## src/rtl/id_ex_fwd_stage.sv

```systemverilog
// ---------------------------------------------------------------------------
// id_ex_fwd_stage
// ID/EX pipeline register for the 16-bit pipelined core. It also precomputes
// the EX operand-forwarding selects one cycle early and detects load-use
// hazards. On a hazard it stalls IF/ID and inserts a bubble into EX.
//
// Optional feature: define FWD_STALL_CNT_EN to add the stall_count output.
// This is a saturating 16-bit count of stalled cycles.
// ---------------------------------------------------------------------------
module id_ex_fwd_stage #(
    parameter int DATA_W = 16,
    parameter int REG_AW = 4,
    parameter int CTRL_W = 8
) (
    input  logic              clk,
    input  logic              rst_n,
    input  logic              flush,
    input  logic              valid_ID,
    input  logic [REG_AW-1:0] r1Addr_ID,
    input  logic [REG_AW-1:0] r2Addr_ID,
    input  logic              r1Use_ID,
    input  logic              r2Use_ID,
    input  logic [DATA_W-1:0] r1Data_ID,
    input  logic [DATA_W-1:0] r2Data_ID,
    input  logic [REG_AW-1:0] rdAddr_ID,
    input  logic              regWrite_ID,
    input  logic              memRead_ID,
    input  logic [CTRL_W-1:0] ctrl_ID,
    input  logic [REG_AW-1:0] rdAddr_EM,
    input  logic              regWrite_EM,
    input  logic [REG_AW-1:0] rdAddr_WB,
    input  logic              regWrite_WB,
    input  logic [DATA_W-1:0] regWriteData,
    output logic              stall,
    output logic              valid_IE,
    output logic [DATA_W-1:0] originalR1Data_IE,
    output logic [DATA_W-1:0] originalR2Data_IE,
    output logic [REG_AW-1:0] rdAddr_IE,
    output logic              regWrite_IE,
    output logic              memRead_IE,
    output logic [CTRL_W-1:0] ctrl_IE,
    output logic [1:0]        forward_a,
    output logic [1:0]        forward_b
`ifdef FWD_STALL_CNT_EN
    ,
    output logic [15:0]       stall_count
`endif
);

    typedef enum logic [1:0] {
        FWD_REG = 2'b00,   // register operand (possibly WB-bypassed)
        FWD_WB  = 2'b01,   // writeback data
        FWD_EM  = 2'b10    // EX/MEM ALU output
    } fwd_sel_e;

    logic              valid_q,    valid_d;
    logic [DATA_W-1:0] r1_data_q,  r1_data_d;
    logic [DATA_W-1:0] r2_data_q,  r2_data_d;
    logic [REG_AW-1:0] rd_addr_q,  rd_addr_d;
    logic              reg_write_q, reg_write_d;
    logic              mem_read_q, mem_read_d;
    logic [CTRL_W-1:0] ctrl_q,     ctrl_d;
    fwd_sel_e          fwd_a_q,    fwd_a_d;
    fwd_sel_e          fwd_b_q,    fwd_b_d;

    logic p_ex, p_em, p_wb;
    logic haz, bubble;

    // Select the forwarding source for one operand. EX beats EX/MEM, and
    // EX/MEM beats writeback, because the youngest producer holds the live value.
    function automatic fwd_sel_e pick_fwd(input logic [REG_AW-1:0] addr,
                                          input logic              use_it);
        if (!use_it || addr == '0)              return FWD_REG;
        else if (p_ex && addr == rd_addr_q)     return FWD_EM;
        else if (p_em && addr == rdAddr_EM)     return FWD_WB;
        else                                    return FWD_REG;
    endfunction

    // Choose the operand value latched into EX. Register 0 reads as zero.
    // A writeback happening this cycle bypasses the stale register file read.
    function automatic logic [DATA_W-1:0] pick_data(input logic [REG_AW-1:0] addr,
                                                     input logic              use_it,
                                                     input logic [DATA_W-1:0] rf_data);
        if (addr == '0)
            return '0;
        else if (use_it && !(p_ex && addr == rd_addr_q) &&
                 !(p_em && addr == rdAddr_EM) && p_wb && addr == rdAddr_WB)
            return regWriteData;
        else
            return rf_data;
    endfunction

    // Producer flags, hazard detection and next-state for the ID/EX register.
    always_comb begin
        // NOTE: every variable gets a default first so no path leaves it unassigned (no latch).
        p_ex = valid_q & reg_write_q & (rd_addr_q != '0);
        p_em = regWrite_EM & (rdAddr_EM != '0);
        p_wb = regWrite_WB & (rdAddr_WB != '0);

        haz = valid_ID & mem_read_q & p_ex &
              ((r1Use_ID & (r1Addr_ID == rd_addr_q)) |
               (r2Use_ID & (r2Addr_ID == rd_addr_q)));
        bubble = flush | haz | ~valid_ID;

        r1_data_d   = pick_data(r1Addr_ID, r1Use_ID, r1Data_ID);
        r2_data_d   = pick_data(r2Addr_ID, r2Use_ID, r2Data_ID);
        rd_addr_d   = rdAddr_ID;
        valid_d     = 1'b1;
        reg_write_d = regWrite_ID;
        mem_read_d  = memRead_ID;
        ctrl_d      = ctrl_ID;
        fwd_a_d     = pick_fwd(r1Addr_ID, r1Use_ID);
        fwd_b_d     = pick_fwd(r2Addr_ID, r2Use_ID);

        if (bubble) begin
            valid_d     = 1'b0;
            reg_write_d = 1'b0;
            mem_read_d  = 1'b0;
            ctrl_d      = '0;
            fwd_a_d     = FWD_REG;
            fwd_b_d     = FWD_REG;
        end
    end

    // A flush overrides the hazard: the load-use pair is being squashed anyway.
    assign stall = haz & ~flush;

    // ID/EX pipeline register; reset leaves a bubble in EX.
    always_ff @(posedge clk or negedge rst_n) begin
        if (!rst_n) begin
            valid_q     <= 1'b0;
            r1_data_q   <= '0;
            r2_data_q   <= '0;
            rd_addr_q   <= '0;
            reg_write_q <= 1'b0;
            mem_read_q  <= 1'b0;
            ctrl_q      <= '0;
            fwd_a_q     <= FWD_REG;
            fwd_b_q     <= FWD_REG;
        end else begin
            // NOTE: non-blocking assignments, so every flop samples pre-edge values.
            valid_q     <= valid_d;
            r1_data_q   <= r1_data_d;
            r2_data_q   <= r2_data_d;
            rd_addr_q   <= rd_addr_d;
            reg_write_q <= reg_write_d;
            mem_read_q  <= mem_read_d;
            ctrl_q      <= ctrl_d;
            fwd_a_q     <= fwd_a_d;
            fwd_b_q     <= fwd_b_d;
        end
    end

    assign valid_IE          = valid_q;
    assign originalR1Data_IE = r1_data_q;
    assign originalR2Data_IE = r2_data_q;
    assign rdAddr_IE         = rd_addr_q;
    assign regWrite_IE       = reg_write_q;
    assign memRead_IE        = mem_read_q;
    assign ctrl_IE           = ctrl_q;
    assign forward_a         = fwd_a_q;
    assign forward_b         = fwd_b_q;

`ifdef FWD_STALL_CNT_EN
    logic [15:0] stall_cnt_q, stall_cnt_d;

    // Next value of the saturating stall counter.
    always_comb begin
        stall_cnt_d = stall_cnt_q;
        if (stall && stall_cnt_q != 16'hFFFF)
            stall_cnt_d = stall_cnt_q + 16'd1;
    end

    // Stall counter register.
    always_ff @(posedge clk or negedge rst_n) begin
        if (!rst_n) stall_cnt_q <= '0;
        else        stall_cnt_q <= stall_cnt_d;
    end

    assign stall_count = stall_cnt_q;
`endif

endmodule

```

## config.mk

```make
export PLATFORM = sky130hd
export DESIGN_NAME = id_ex_fwd_stage
export DESIGN_NICKNAME = d
export VERILOG_FILES = /design/src/rtl/id_ex_fwd_stage.sv
export SDC_FILE = /design/constraint.sdc
export NUM_CORES = 1
export LEC_CHECK = 0
export BUFFER_PORTS_ARGS = -buffer_cell sky130_fd_sc_hd__buf_2
export CAP_MARGIN = 30
export CORE_ASPECT_RATIO = 0.75
export CORE_MARGIN = 8
export CORE_UTILIZATION = 44
export DETAILED_ROUTE_END_ITERATION = 12
export PLACE_DENSITY = 0.85
export SETUP_SLACK_MARGIN = 0.5
export SLEW_MARGIN = 20
export SYNTH_ARGS = -nofsm -noshare
export SYNTH_HDL_FRONTEND = slang
export SYNTH_SLANG_ARGS = --single-unit
```

## constraint.sdc

```tcl
create_clock -name clk -period 2.5 [get_ports clk]
set_input_delay 0.375 -clock clk [delete_from_list [all_inputs] [get_ports clk]]
set_output_delay 0.375 -clock clk [all_outputs]
set_load 0.01 [all_outputs]
```

==> out/metrics.cfg <==
[grt]
grt_overflow_total=0
grt_pass1_vias=2419
grt_pass1_wl_um=11650
grt_max_degree=35
grt_antenna_before_repair=0
grt.total_usage_pct=18.39

[outcome]
outcome=finished, final reports clean

[power_and_ir_drop]
peakVddDrop_uv=317.4
finalPower_w=0.001655
power.density_nw_per_um2=495.9
leakage_nw=1.577

[floorplanning]
die_w_um=101.7
start_util_pct=45.48
row_count=23
ioPinCount=138
core_um2=5324
fp.dieH_um=80.24
die_area_um2=8157

[logic_synthesis]
syn_avg_cell_area_um2=10.44
synth_area_um2=2421
yosys.area_share.xor_xnor_pct=8.682
synth_top_family_by_area=compound AO/OA/AOI/OAI gates
yosys.area_share.simple_pct=16.90
yosysWarnings=0
ys_types=26
syn-num-nets=318
synthMuxAreaShare_pct=0
yosys.area.top_type=dfrtp_1
yosysSeqAreaShare_pct=52.71
synth_cells=232
ys_seq_elements=51
synth_top_area_share_pct=52.71
synth-compound-area-share_pct=18.97
ys_top_cells_by_area=dfrtp_1, nand3_1, a21oi_1
synthAdderAreaFrac_pct=0

[sta]
worst_pin_slew_ns=0.5378
setup_viol=0
fmax_mhz=472.3
drv_slew=0
hold_viol_final=0
period_needed_ns=2.117
fin_tns_setup_ns=0
finalClockSkew_ns=0.007605
timing.final.crit_share_pct=84.70
grt_setup_unrepaired=yes
slew-limit-headroom_pct=63.85

[cts]
clock-sinks=51
htree_levels=2
clk_pin_slew_ns=0.08
cts_inserted_buffers=5
root_buffer=clkbuf_8
cts_tree=yes
clock_latency_ns=0.30
ctsLongestPathBuffers=2

[detailed_routing]
drc=0
wl_per_cell_um=17.07
drt_iter0_markers=156
drtPass1Iterations=4
vias_per_cell=5.157
drt_wl_total_um=7731
vias=2336
drtAntennaViolNets=0

[setup_path]
reg2reg_to=originalR1Data_IE[5]$_DFF_PN0_
critical_path_class=flip-flop to output pin
ff2ff_setup_slack_ns=0.65
crit_fanout=4
end_kind=output pin
rr_worst_depth=6
start_kind=flip-flop
cp.arrival_ns=1.74
worstPathRequired_ns=2.12
r2r-start=rdAddr_IE[0]$_DFF_PN0_

[min_path]
min_from=rdAddr_ID[1]
worstHoldEndpoint=rdAddr_IE[1]$_DFF_PN0_
hp-class=primary input to flip-flop
holdPathStages=1

[final_layout]
synthToLayoutAreaGrowth_pct=37.88
drive_above_1_share_pct=45.50
final_nets=463
postLayoutCellArea_um2=3338
antenna_cells=0

[placement]
place.detailed.hpwl_um=6309
globalplace.congestion=0.9100
portBuffers=137
dpl_cell_area_um2=3199

[run]
cap_viol_max_count=0

==> cells by family (layout without fill, tap and decap cells) <==
kind of cell / after synthesis / count (layout)
xor gates and xnor gates: 24 / 24
buffers and inverters: 11 / 157
DFF: 51 / 51
AOI/OAI and AO/OA: 73 / 73
and+or+nand+nor: 73 / 73
==> Yosys cell counts <==
cell type,instances
a2111o_1,2
a2111oi_4,2
a21oi_1,32
a22oi_1,1
and2_1,12
buf_2,2
buf_4,1
buf_6,2
clkbuf_1,5
clkbuf_4,1
dfrtp_1,51
nand2_1,5
nand2_2,2
nand3_1,37
nor2_1,4
nor2b_1,1
nor3_1,3
nor4_1,5
nor4_2,4
o21a_1,1
o21ai_1,32
o41a_4,1
o41ai_1,1
o41ai_2,1
xnor2_1,8
xor2_1,16
==> critical path: stages, from the launching register on <==
cell	delay (ns)
dfrtp_1	0.43
xor2_1	0.16
nor4_2	0.36
a22oi_2	0.15
nor3_2	0.19
buf_2	0.16
==> area by class of cell <==
cell class / instances / area [um2]
Multi-Input combinational cell: 170 / 1105
Tap cell: 75 / 93.84
Clock buffer: 6 / 72.57
Timing Repair Buffer: 149 / 778.2
Clock inverter: 2 / 12.51
Sequential cell: 51 / 1276
Fill cell: 448 / 1986
==> routing by layer <==
metal / vias to the layer above / routed length (um) / share of wire, % / GRT usage [%]
met5: - / 0 / 0 / 0
met4: 0 / 105 / 1.4 / 6.370
met2: 108 / 3898 / 50 / 30.75
met3: 10 / 850 / 11 / 6.822
met1: 1091 / 2876 / 37 / 21.24
li1: 1127 / - / - / -
==> sequential cells by signal, indices dropped and copies added (netlist names) <==
register	count
originalR1Data_IE	16
regWrite_IE	1
originalR2Data_IE	16
forward_b	2
rdAddr_IE	4
ctrl_IE	8
forward_a	2
memRead_IE	1
valid_IE	1
==> worst max-delay path by stage <==
stage,endpoint,cells past startpoint,start,slack (ns)
after floorplan,originalR1Data_IE[10]$_DFF_PN0_,5,rdAddr_EM[0],0.66
after global placement,originalR2Data_IE[10]$_DFF_PN0_,6,r2Addr_ID[1],0.39
after detailed placement,originalR2Data_IE[0]$_DFF_PN0_,6,r2Addr_ID[1],0.31
after CTS,stall,5,rdAddr_IE[2]$_DFF_PN0_,0.35
after global routing,stall,5,rdAddr_IE[1]$_DFF_PN0_,0.32
final,stall,5,rdAddr_IE[1]$_DFF_PN0_,0.38
==> cells in the final DEF (no fill, tap or decap), types with 2 or more instances in the layout <==
| cell | count |
|---|---|
| and2_1 | 10 |
| nor4_2 | 6 |
| xor2_1 | 16 |
| nand2_2 | 2 |
| buf_4 | 11 |
| dfrtp_1 | 51 |
| buf_2 | 137 |
| a21oi_1 | 32 |
| and2_2 | 2 |
| nor4_1 | 3 |
| clkbuf_8 | 5 |
| nand2_1 | 5 |
| a2111oi_4 | 2 |
| xnor2_1 | 8 |
| o21ai_1 | 32 |
| nor2_1 | 4 |
| nand3_1 | 37 |
| nor3_1 | 2 |
==> power breakdown <==
group	internal [W]	total, W	switching (W)	leakage, nW
clock network	0.000196	0.000450	0.000254	0.0412
logic	0.000145	0.000319	0.000175	0.907
registers	0.000870	0.000886	0.0000159	0.629
total	0.00121	0.00166	0.000445	1.58
==> repair_timing <==
action,in CTS,in global routing
endpoints found under the setup margin,1,33
resized for setup,2,3
hold buffers,1,0
buffers inserted,3,1
endpoints found under the hold margin,17,0
pin swaps,6,5
==> stage by stage <==
step / setup slack (ns) / util (%) / hold slack (ns) / instances
2_1_floorplan: 0.6594 / - / 0.07941 / 232
3_3_place_gp: 0.3915 / 60.09 / 0.3039 / 440
3_5_place_dp: 0.3126 / 60.09 / 0.3059 / 440
4_1_cts: 0.3497 / 62.49 / 0.1697 / 452
5_1_grt: 0.3152 / 62.70 / 0.1562 / 453
6_report: 0.3826 / 62.70 / 0.1826 / 453
Note: power is estimated with default switching activity, not from simulation.
